[config.mk]
export PLATFORM = sky130hd
export DESIGN_NAME = bus_cycle_controller
export DESIGN_NICKNAME = d
export VERILOG_FILES = /design/src/rtl/bus_cycle_controller.sv
export SDC_FILE = /design/constraint.sdc
export NUM_CORES = 1
export LEC_CHECK = 0
export CELL_PAD_IN_SITES_DETAIL_PLACEMENT = 1
export CELL_PAD_IN_SITES_GLOBAL_PLACEMENT = 2
export CORE_MARGIN = 2
export CORE_UTILIZATION = 30
export CTS_CLUSTER_SIZE = 10
export DETAILED_ROUTE_END_ITERATION = 12
export PLACE_DENSITY_LB_ADDON = 0.1
export SYNTH_ARGS = -nofsm -noshare
export SYNTH_HDL_FRONTEND = slang
export SYNTH_SLANG_ARGS = --single-unit
[constraint.sdc]
create_clock -name clock -period 2.15 [get_ports clock]
set_input_delay 0.3225 -clock clock [delete_from_list [all_inputs] [get_ports clock]]
set_output_delay 0.3225 -clock clock [all_outputs]
set_load 0.02 [all_outputs]
[src/rtl/bus_cycle_controller.sv]
// Registered CPU-to-memory bus cycle controller with byte-lane steering, alignment check and timeout.
// Latency: accept to cpu_done is 2 cycles plus one per low bus_ready sample; alignment errors report 1 cycle after accept.
// Backpressure: cpu_start is only sampled in IDLE and never queued; memory stalls the cycle by holding bus_ready low.
package bus_cycle_controller_pkg;
    typedef enum logic [1:0] {
        CW_BYTE = 2'd0,
        CW_WORD = 2'd1,
        CW_LONG = 2'd2
    } t_cycle_width;
endpackage

module bus_cycle_controller
    import bus_cycle_controller_pkg::*;
#(
    parameter int unsigned TIMEOUT    = 16,
    parameter bit          BIG_ENDIAN = 1'b1
) (
    input  logic         clock,
    input  logic         reset,
    input  logic         cpu_start,
    input  logic [31:0]  cpu_address,
    input  t_cycle_width cpu_cycle_width,
    input  logic         cpu_write,
    input  logic [31:0]  cpu_data_out,
    output logic [31:0]  cpu_data_in,
    output logic         cpu_busy,
    output logic         cpu_done,
    output logic         cpu_bus_error,
    output logic [31:2]  bus_address,
    output logic [31:0]  bus_data_out,
    input  logic [31:0]  bus_data_in,
    output logic [3:0]   bus_data_strobes,
    output logic         bus_read,
    output logic         bus_write,
    input  logic         bus_ready
);

    typedef enum logic [1:0] {
        S_IDLE   = 2'd0,
        S_ACCESS = 2'd1,
        S_ERROR  = 2'd2
    } state_t;

    localparam logic [7:0] LAST_WAIT = 8'(TIMEOUT - 1);

    state_t       state_q, state_d;
    logic [7:0]   cnt_q, cnt_d;

    // Request captured at accept
    logic [31:0]  addr_q;
    t_cycle_width width_q;
    logic         write_q;
    logic [31:0]  wdata_q;

    logic         accept;
    logic         misaligned;
    logic         qual;

    logic [1:0]   byte_lane;
    logic         word_hi;
    logic [3:0]   lane_strb;
    logic [31:0]  lane_wdata;
    logic [31:0]  lane_rdata;

    logic         read_d, write_d, busy_d, done_d, err_d;
    logic [31:0]  rdata_d;
    logic [31:2]  baddr_d;
    logic [31:0]  bdata_d;
    logic [3:0]   strb_d;

    assign accept = (state_q == S_IDLE) && cpu_start;
    assign qual   = bus_read | bus_write;

    always_comb begin
        misaligned = 1'b0;
        case (cpu_cycle_width)
            CW_BYTE: misaligned = 1'b0;
            CW_WORD: misaligned = cpu_address[0];
            default: misaligned = (cpu_address[1:0] != 2'b00);
        endcase
    end

    // Lane 0 is bits 7:0; big-endian puts offset 0 on the top lane
    always_comb begin
        byte_lane = BIG_ENDIAN ? (2'd3 - addr_q[1:0]) : addr_q[1:0];
        word_hi   = BIG_ENDIAN ? ~addr_q[1] : addr_q[1];
    end

    always_comb begin
        lane_strb  = 4'b1111;
        lane_wdata = wdata_q;
        lane_rdata = bus_data_in;
        case (width_q)
            CW_BYTE: begin
                lane_strb  = 4'b0001 << byte_lane;
                lane_wdata = {4{wdata_q[7:0]}};
                lane_rdata = {24'h0, bus_data_in[{byte_lane, 3'b000} +: 8]};
            end
            CW_WORD: begin
                lane_strb  = word_hi ? 4'b1100 : 4'b0011;
                lane_wdata = {2{wdata_q[15:0]}};
                lane_rdata = {16'h0, (word_hi ? bus_data_in[31:16] : bus_data_in[15:0])};
            end
            default: begin
                lane_strb  = 4'b1111;
                lane_wdata = wdata_q;
                lane_rdata = bus_data_in;
            end
        endcase
    end

    always_comb begin
        state_d = state_q;
        cnt_d   = cnt_q;
        read_d  = bus_read;
        write_d = bus_write;
        busy_d  = cpu_busy;
        done_d  = 1'b0;
        err_d   = 1'b0;
        rdata_d = cpu_data_in;
        baddr_d = bus_address;
        bdata_d = bus_data_out;
        strb_d  = bus_data_strobes;

        case (state_q)
            S_IDLE: begin
                if (cpu_start) begin
                    cnt_d   = 8'd0;
                    state_d = misaligned ? S_ERROR : S_ACCESS;
                end
            end
            S_ACCESS: begin
                if (!qual) begin
                    // First ACCESS cycle launches the registered bus cycle
                    read_d  = ~write_q;
                    write_d = write_q;
                    busy_d  = 1'b1;
                    baddr_d = addr_q[31:2];
                    bdata_d = lane_wdata;
                    strb_d  = lane_strb;
                end else if (bus_ready) begin
                    read_d  = 1'b0;
                    write_d = 1'b0;
                    busy_d  = 1'b0;
                    done_d  = 1'b1;
                    if (!write_q) begin
                        rdata_d = lane_rdata;
                    end
                    state_d = S_IDLE;
                end else if (cnt_q == LAST_WAIT) begin
                    read_d  = 1'b0;
                    write_d = 1'b0;
                    busy_d  = 1'b0;
                    err_d   = 1'b1;
                    state_d = S_IDLE;
                end else begin
                    cnt_d = cnt_q + 8'd1;
                end
            end
            S_ERROR: begin
                err_d   = 1'b1;
                state_d = S_IDLE;
            end
            default: begin
                read_d  = 1'b0;
                write_d = 1'b0;
                busy_d  = 1'b0;
                state_d = S_IDLE;
            end
        endcase
    end

    always_ff @(posedge clock or negedge reset) begin
        if (!reset) begin
            state_q          <= S_IDLE;
            cnt_q            <= 8'd0;
            bus_read         <= 1'b0;
            bus_write        <= 1'b0;
            cpu_busy         <= 1'b0;
            cpu_done         <= 1'b0;
            cpu_bus_error    <= 1'b0;
            cpu_data_in      <= 32'h0;
            bus_address      <= 30'h0;
            bus_data_out     <= 32'h0;
            bus_data_strobes <= 4'h0;
        end else begin
            state_q          <= state_d;
            cnt_q            <= cnt_d;
            bus_read         <= read_d;
            bus_write        <= write_d;
            cpu_busy         <= busy_d;
            cpu_done         <= done_d;
            cpu_bus_error    <= err_d;
            cpu_data_in      <= rdata_d;
            bus_address      <= baddr_d;
            bus_data_out     <= bdata_d;
            bus_data_strobes <= strb_d;
        end
    end

    always_ff @(posedge clock or negedge reset) begin
        if (!reset) begin
            addr_q  <= 32'h0;
            width_q <= CW_BYTE;
            write_q <= 1'b0;
            wdata_q <= 32'h0;
        end else if (accept) begin
            addr_q  <= cpu_address;
            width_q <= cpu_cycle_width;
            write_q <= cpu_write;
            wdata_q <= cpu_data_out;
        end
    end

endmodule

==> metrics, run 1 <==
R2R Path Start cnt_q[0]; crit path capture cnt_q[2]; antenna violations before repair 2; max_slew headroom 53.2%; antenna-violating nets left 0; Non-Filler Instances 1272; part of the power in the clock network 18.9%; Worst Setup SP cnt_q[0]; ys async rst share 100%; TritonCTS clock tree yes; fin area approximately 11000 um^2; largest net degree at the start of global routing 70; CTS max path bufs 2; fin util 43.4%; Yosys warning count 0; final wirelength 23500 um; # DRC 0; CP Data Required Time 2.46 ns; Sw Ratio between 30 and 40%; share of layout cells above drive strength 1 14.6%; syn_area_per_cell 10.7 um^2; postcts setup bufs 0; compound-cell area share of the yosys netlist 7.52%; mux cell area share after synthesis 14.6%; Synth Flop Type dfrtp_1; hold_ws approximately 0.45 ns; area grow syn2layout 41.9%; Root Buffer clkbuf_16; most common cell after layout, fill and taps aside clkdlybuf4s50_1; sequential power share 36.2%; GRT overflow 0; Tmin final 2.01 ns; Crit path arrival time roughly 2.3 ns; gpl congestion just under 0.8; global-route usage over all layers 17.8%; Die W ~160 um; Hold Buf Count CTS 1; Post-Synth Adder-Cell Area 0.649%; Placed Cells 1237; outcome finished clean; RR Endpoint cnt_q[2]; H-tree levels 4; Synth Area in XOR/XNOR 0%; RSZ-0062 raised after global routing false; Hold Crit Class input pin to async pin; Max Clk Rate 0.497 GHz; area of the multi-input gates between 3000 and 4000 um^2; critical path class flip-flop to flip-flop; crit-path max FO 6; crit start category flip-flop; clock skew 0.0154 ns; initial core utilization between 30% and 40%; Peak VDD IR 0.462 mV; #FFs+latches synth 180; Worst Tran Pin Value 0.703 ns; first-iteration detailed-routing DRC count approximately 240; Synth Area in Simple Gates between 10% and 20%; TritonCTS buffer count 17; via count 6097; PwrDens around 1500 nW/um^2; Vias per Instance between 4 and 5; Max Transition Viols Final 0; Syn Inst Count 720; Cell Int Power 0.0100 W; CORE AREA 25200 um^2; io pins a little over 200; number of synthesized flops with an enable pin 0; CP Capture Type flip-flop; clock sink total 180; Setup TNS 0 ns; Die ar. between 20000 and 30000 um^2; largest family of logic cells by synthesized area simple AND/OR/NAND/NOR gates; final worst-path cycle share 93.5%; vias in the first global route 6688; first-pass GRT wire length ~37000 um; switching power 0.00646 W; R2R cell count 5; max cap viols 0; clock-pin slew on the worst setup and hold paths 0.07 ns; Post-CTS Resized 0; # fillers 2735; num rows just under 60; Synthesized Nets slightly above 800; most frequent cells in the layout clkdlybuf4s50_1 (204), nand2_1 (198), dfrtp_1 (179), mux2_2 (69), o21ai_0 (46); I/O Buffers 205; nets 1034; # setup viols final 0; TritonRoute pass-1 iters 4; Synth Cell Area around 7700 um^2; Reg area 4510 um^2; Post-DP Area 10300 um^2; Chip Height 164 um; Leak approximately 4.9 nW; Worst R2R Setup Slack 0.14 ns; post-synthesis sequential area ratio 58.4%; Cell variety after synth 46; DR WL/cell 18.5 um; post-DP HPWL ~17000 um; Final Hold Violating Endpoints 0; Clk Latency, worst-skew pair 0.43 ns; Logic pwr share 44.9%
[per-stage QoR]
step	setup WS, ns	total power [W]
detailed placement	0.0932	0.0136
CTS	0.135	0.0168
global route	0.0237	0.0177
finish	0.140	0.0165
floorplan	0.337	0.0101
global placement	0.108	0.0133
[registers in the layout, summed over array words and instances (netlist names), 2 cells and up]
signal and cells:
addr_q 32, bus_address 30, bus_data_out 32, bus_data_strobes 4
cnt_q 8, cpu_data_in 32, state_q 2, wdata_q 32
width_q 2
[layer usage]
| metal | global-route usage (%) | up-vias | part of all wire [%] |
|---|---|---|---|
| li1 | - | 2860 | - |
| met1 | 22.6 | 3071 | 43 |
| met2 | 29.7 | 142 | 49 |
| met3 | 5.15 | 24 | 5.9 |
| met4 | 4.78 | 0 | 1.5 |
| met5 | 0 | - | 0 |
[synth_stat cells (2+ instances only)]
| cell | n | share of area, % |
|---|---|---|
| nand2_1 | 200 | 9.7 |
| nand2b_1 | 2 | 0.16 |
| o21ai_1 | 2 | 0.13 |
| nor3_2 | 2 | 0.26 |
| o211a_1 | 2 | 0.26 |
| a21oi_1 | 19 | 1.2 |
| nor2_1 | 37 | 1.8 |
| a221oi_1 | 8 | 0.91 |
| ha_1 | 4 | 0.65 |
| mux2_2 | 69 | 10 |
| dfrtp_1 | 180 | 58 |
| and3_1 | 2 | 0.16 |
| nand3_1 | 20 | 1.3 |
| o21ai_0 | 46 | 3.0 |
| nor4_1 | 5 | 0.41 |
| a211o_1 | 4 | 0.45 |
| clkbuf_1 | 20 | 0.97 |
| buf_2 | 11 | 0.71 |
| o31ai_1 | 2 | 0.19 |
| nor2b_1 | 3 | 0.24 |
| or3_4 | 2 | 0.29 |
| mux2i_1 | 35 | 4.5 |
| buf_1 | 8 | 0.39 |
| a21o_1 | 2 | 0.19 |
| inv_1 | 4 | 0.19 |
| or3_1 | 10 | 0.81 |
| a221o_1 | 2 | 0.26 |
[cell type report]
class                           count  area share [%]
Timing Repair Buffer              229            21.7
Multi-Input combinational cell    495            27.8
Sequential cell                   180            41.2
Tap cell                          330            3.78
Inverter                            4           0.137
Clock buffer                       19            4.05
Clock inverter                     13            1.28
Antenna cell                        2          0.0458
[power groups by stage]
stage          clock network [W]  registers, W  logic, W
5_1_grt                  0.00337       0.00618   0.00814
2_1_floorplan                  0       0.00668   0.00338
6_report                 0.00312       0.00597   0.00741
3_5_place_dp                   0       0.00606   0.00756
3_3_place_gp                   0       0.00596   0.00735
4_1_cts                  0.00324       0.00600   0.00759
[worst min path at each step]
stage,slack (ns),cells past startpoint,start,to
final,0.45,2,reset,cpu_data_in[28]
after global routing,0.48,2,cpu_address[27],addr_q[27]
after CTS,0.47,2,addr_q[17],bus_address[17]
after detailed placement,0.40,1,reset,cpu_data_in[28]
after global placement,0.37,1,reset,cpu_data_in[28]
after floorplan,0.03,0,reset,addr_q[0]
[worst max-delay path, stage by stage (launching register included)]
cell	delay, ns
dfrtp_1	0.44
ha_1	0.28
and4b_4	0.24
a211oi_2	0.31
o21ai_1	0.22
a221o_1	0.41
[cell families after synthesis]
| group | count (synthesis) |
|---|---|
| AND/OR/NAND/NOR | 292 |
| flip-flops | 180 |
| multiplexers | 104 |
| AO/OA/AOI/OAI | 95 |
| buffers and inverters | 45 |
| adder cells (fa/ha/maj) | 4 |
(Power assumes the default switching activity.)
==> run 2, diff against run 1 <==
Settings changed: CORE_MARGIN 2 to 1.5, SKIP_CTS_REPAIR_TIMING from default to 1.
==> run 2 against run 1 <==
Compared with the run above:
- worst hold slack got worse by 0.00056 ns
- non-clock buffer count did not move
- die area fell by 1.2%
- critical path depth did not move
- combinational power fell by 0.5%
- sequential share of layout area barely moved
- routed wire length fell by 1.3%
- critical path type unchanged
- critical endpoint unchanged
- largest power group unchanged
==> metrics, run 2 (synthesis results as in run 1) <==
clock sink total 180 (unchanged); CORE AREA 25200 um^2 (unchanged); Levels on crit path 5 (unchanged); first-pass GRT wire length 37200 um (+0.63%); Hold Crit Class input pin to async pin; area grow syn2layout 41.9% (about the same); critical path class flip-flop to flip-flop; CTS max path bufs 2 (unchanged); Max Clk Rate 0.498 GHz (about the same); PwrDens 1520 nW/um^2 (+0.49%); Crit path arrival time 2.32 ns (about the same); crit path capture cnt_q[2]; worst path cell trace ha_1 -> and4b_4 -> a211oi_2 -> o21ai_1 -> a221o_1; sequential power share 36.2% (about the same); Peak VDD IR 0.529 mV (+14%); R2R cell count 5 (unchanged); io pins 206 (unchanged); most common cell after layout, fill and taps aside clkdlybuf4s50_1; DR WL/cell 18.2 um (-1.2%); final wirelength 23200 um (-1.3%); num rows 58 (unchanged); Tmin final 2.01 ns (-0.00181 ns); final worst-path cycle share 93.4% (about the same); Worst Setup SP cnt_q[0]; gpl congestion 0.795 (+1.9%); Root Buffer clkbuf_16; share of layout cells above drive strength 1 14.7% (+0.11 points); H-tree levels 4 (unchanged); largest net degree at the start of global routing 68 (-2.9%); initial core utilization 30.6% (unchanged); Setup TNS 0 ns (unchanged); switching power 0.00653 W (+1.1%); vias in the first global route 6678 (-0.15%); post-DP HPWL 16400 um (-2.0%); Die ar. 26700 um^2 (-1.2%); RR Endpoint cnt_q[2]; TritonCTS buffer count 17 (unchanged); Final Hold Violating Endpoints 0 (unchanged); CP Data Required Time 2.46 ns (about the same); max incr delay on CP 0.44 ns (about the same); clock skew 0.0183 ns (+0.00287 ns); CP Capture Type flip-flop; Worst R2R Setup Slack 0.14 ns (about the same); part of the power in the clock network 19.3% (+0.4 points); crit-path max FO 6 (unchanged); Leak 4.89 nW (+0.17%); max cap viols 0 (unchanged); antenna violations before repair 1 (-1); antenna-violating nets left 0 (unchanged); fin util 43.4% (about the same); Place WS 0.0282 ns (-0.0650 ns); CP top delay family compound AO/OA/AOI/OAI gates; TritonRoute pass-1 iters 4 (unchanged); Cell Int Power 0.0101 W (about the same); Clk Latency, worst-skew pair 0.43 ns (about the same); Sw Ratio 39.4% (+0.23 points); # fillers 2706 (-1.1%); Worst Tran Pin Value 0.659 ns (-0.0433 ns); slowest cell on the critical path dfrtp_1; via count 6051 (-0.75%); crit start category flip-flop; # DRC 0 (unchanged); nets 1034 (unchanged); Die W 163 um (-0.61%); TritonCTS clock tree yes; max_slew headroom 55.8% (+2.7 points); outcome finished clean; Chip Height 163 um (-0.61%); Logic pwr share 44.5% (-0.4 points); RSZ-0062 raised after global routing false; most frequent cells in the layout clkdlybuf4s50_1 (204), nand2_1 (198), dfrtp_1 (179), mux2_2 (69), o21ai_0 (46); clock-pin slew on the worst setup and hold paths 0.08 ns (about the same); final setup margin 0.142 ns (+0.00181 ns); # setup viols final 0 (unchanged); Max Transition Viols Final 0 (unchanged); GRT overflow 0 (unchanged); first-iteration detailed-routing DRC count 285 (+20%); Vias per Instance 4.76 (-0.68%); I/O Buffers 205 (unchanged); CP Buf/Inv Count 0 (unchanged); global-route usage over all layers 18.1% (+0.27 points); R2R Path Start cnt_q[0]
run 2: cell types whose count changed in the layout (fill, tap and decap cells not counted), moves of 2 or more:
cell	change
inv_8	+2
clkinv_4	+3
inv_6	-2
buf_12	-2
clkinv_8	+2
buf_4	+2
clkinvlp_4	-2
run 2: per-stage QoR:
stage	std cells	hold slack [ns]	total power (W)	instance area, um^2
2_1_floorplan	720	0.0269	0.0101	7710
3_3_place_gp	1237	0.369	0.0133	10300
3_5_place_dp	1237	0.372	0.0136	10300
4_1_cts	1269	-0.102	0.0169	10900
5_1_grt	1270	0.479	0.0178	10900
6_report	1271	0.445	0.0166	10900
run 2: worst reg2reg max path: cells and delay by family (launching register included):
kind,cells,cell delay (ns)
AND/OR/NAND/NOR,1,0.25
flip-flops,1,0.44
adder cells (fa/ha/maj),1,0.28
AO/OA/AOI/OAI,3,0.93
run 2: power groups by stage:
stage	clock [W]	sequential (W)	combinational [W]
6_report	0.00321	0.00600	0.00737
5_1_grt	0.00345	0.00622	0.00812
4_1_cts	0.00332	0.00604	0.00752
3_5_place_dp	0	0.00609	0.00750
3_3_place_gp	0	0.00600	0.00733
2_1_floorplan	0	0.00668	0.00338
run 2: routing by layer:
layer | part of all wire (%) | global-route usage, % | up-vias
met1 | 44 | 23.2 | 3014
li1 | - | - | 2867
met5 | 0 | 0 | -
met4 | 1.3 | 5.05 | 0
met2 | 48 | 29.9 | 147
met3 | 6.2 | 4.82 | 23
run 2: worst min-delay path by stage:
stage                from               to  cells after the start
finish              reset  cpu_data_in[25]                      2
global route        reset  cpu_data_in[25]                      2
CTS                 reset  cpu_data_in[25]                      1
detailed placement  reset  cpu_data_in[25]                      1
global placement    reset  cpu_data_in[25]                      1
floorplan           reset        addr_q[0]                      0
run 2: cell type report:
type	count	area [um^2]	area share (%)
Tap cell	330	413	3.78
Multi-Input combinational cell	495	3040	27.8
Timing Repair Buffer	229	2350	21.5
Sequential cell	180	4510	41.2
Clock inverter	15	184	1.68
Clock buffer	17	425	3.89
Inverter	4	15.0	0.137
Antenna cell	1	2.50	0.0229
==> run 3, diff against run 2 <==
Settings changed: CTS_CLUSTER_DIAMETER from default to 150.
==> results of run 3 <==
Same layout as run 2: the final DEF is identical, and so are final timing and power.
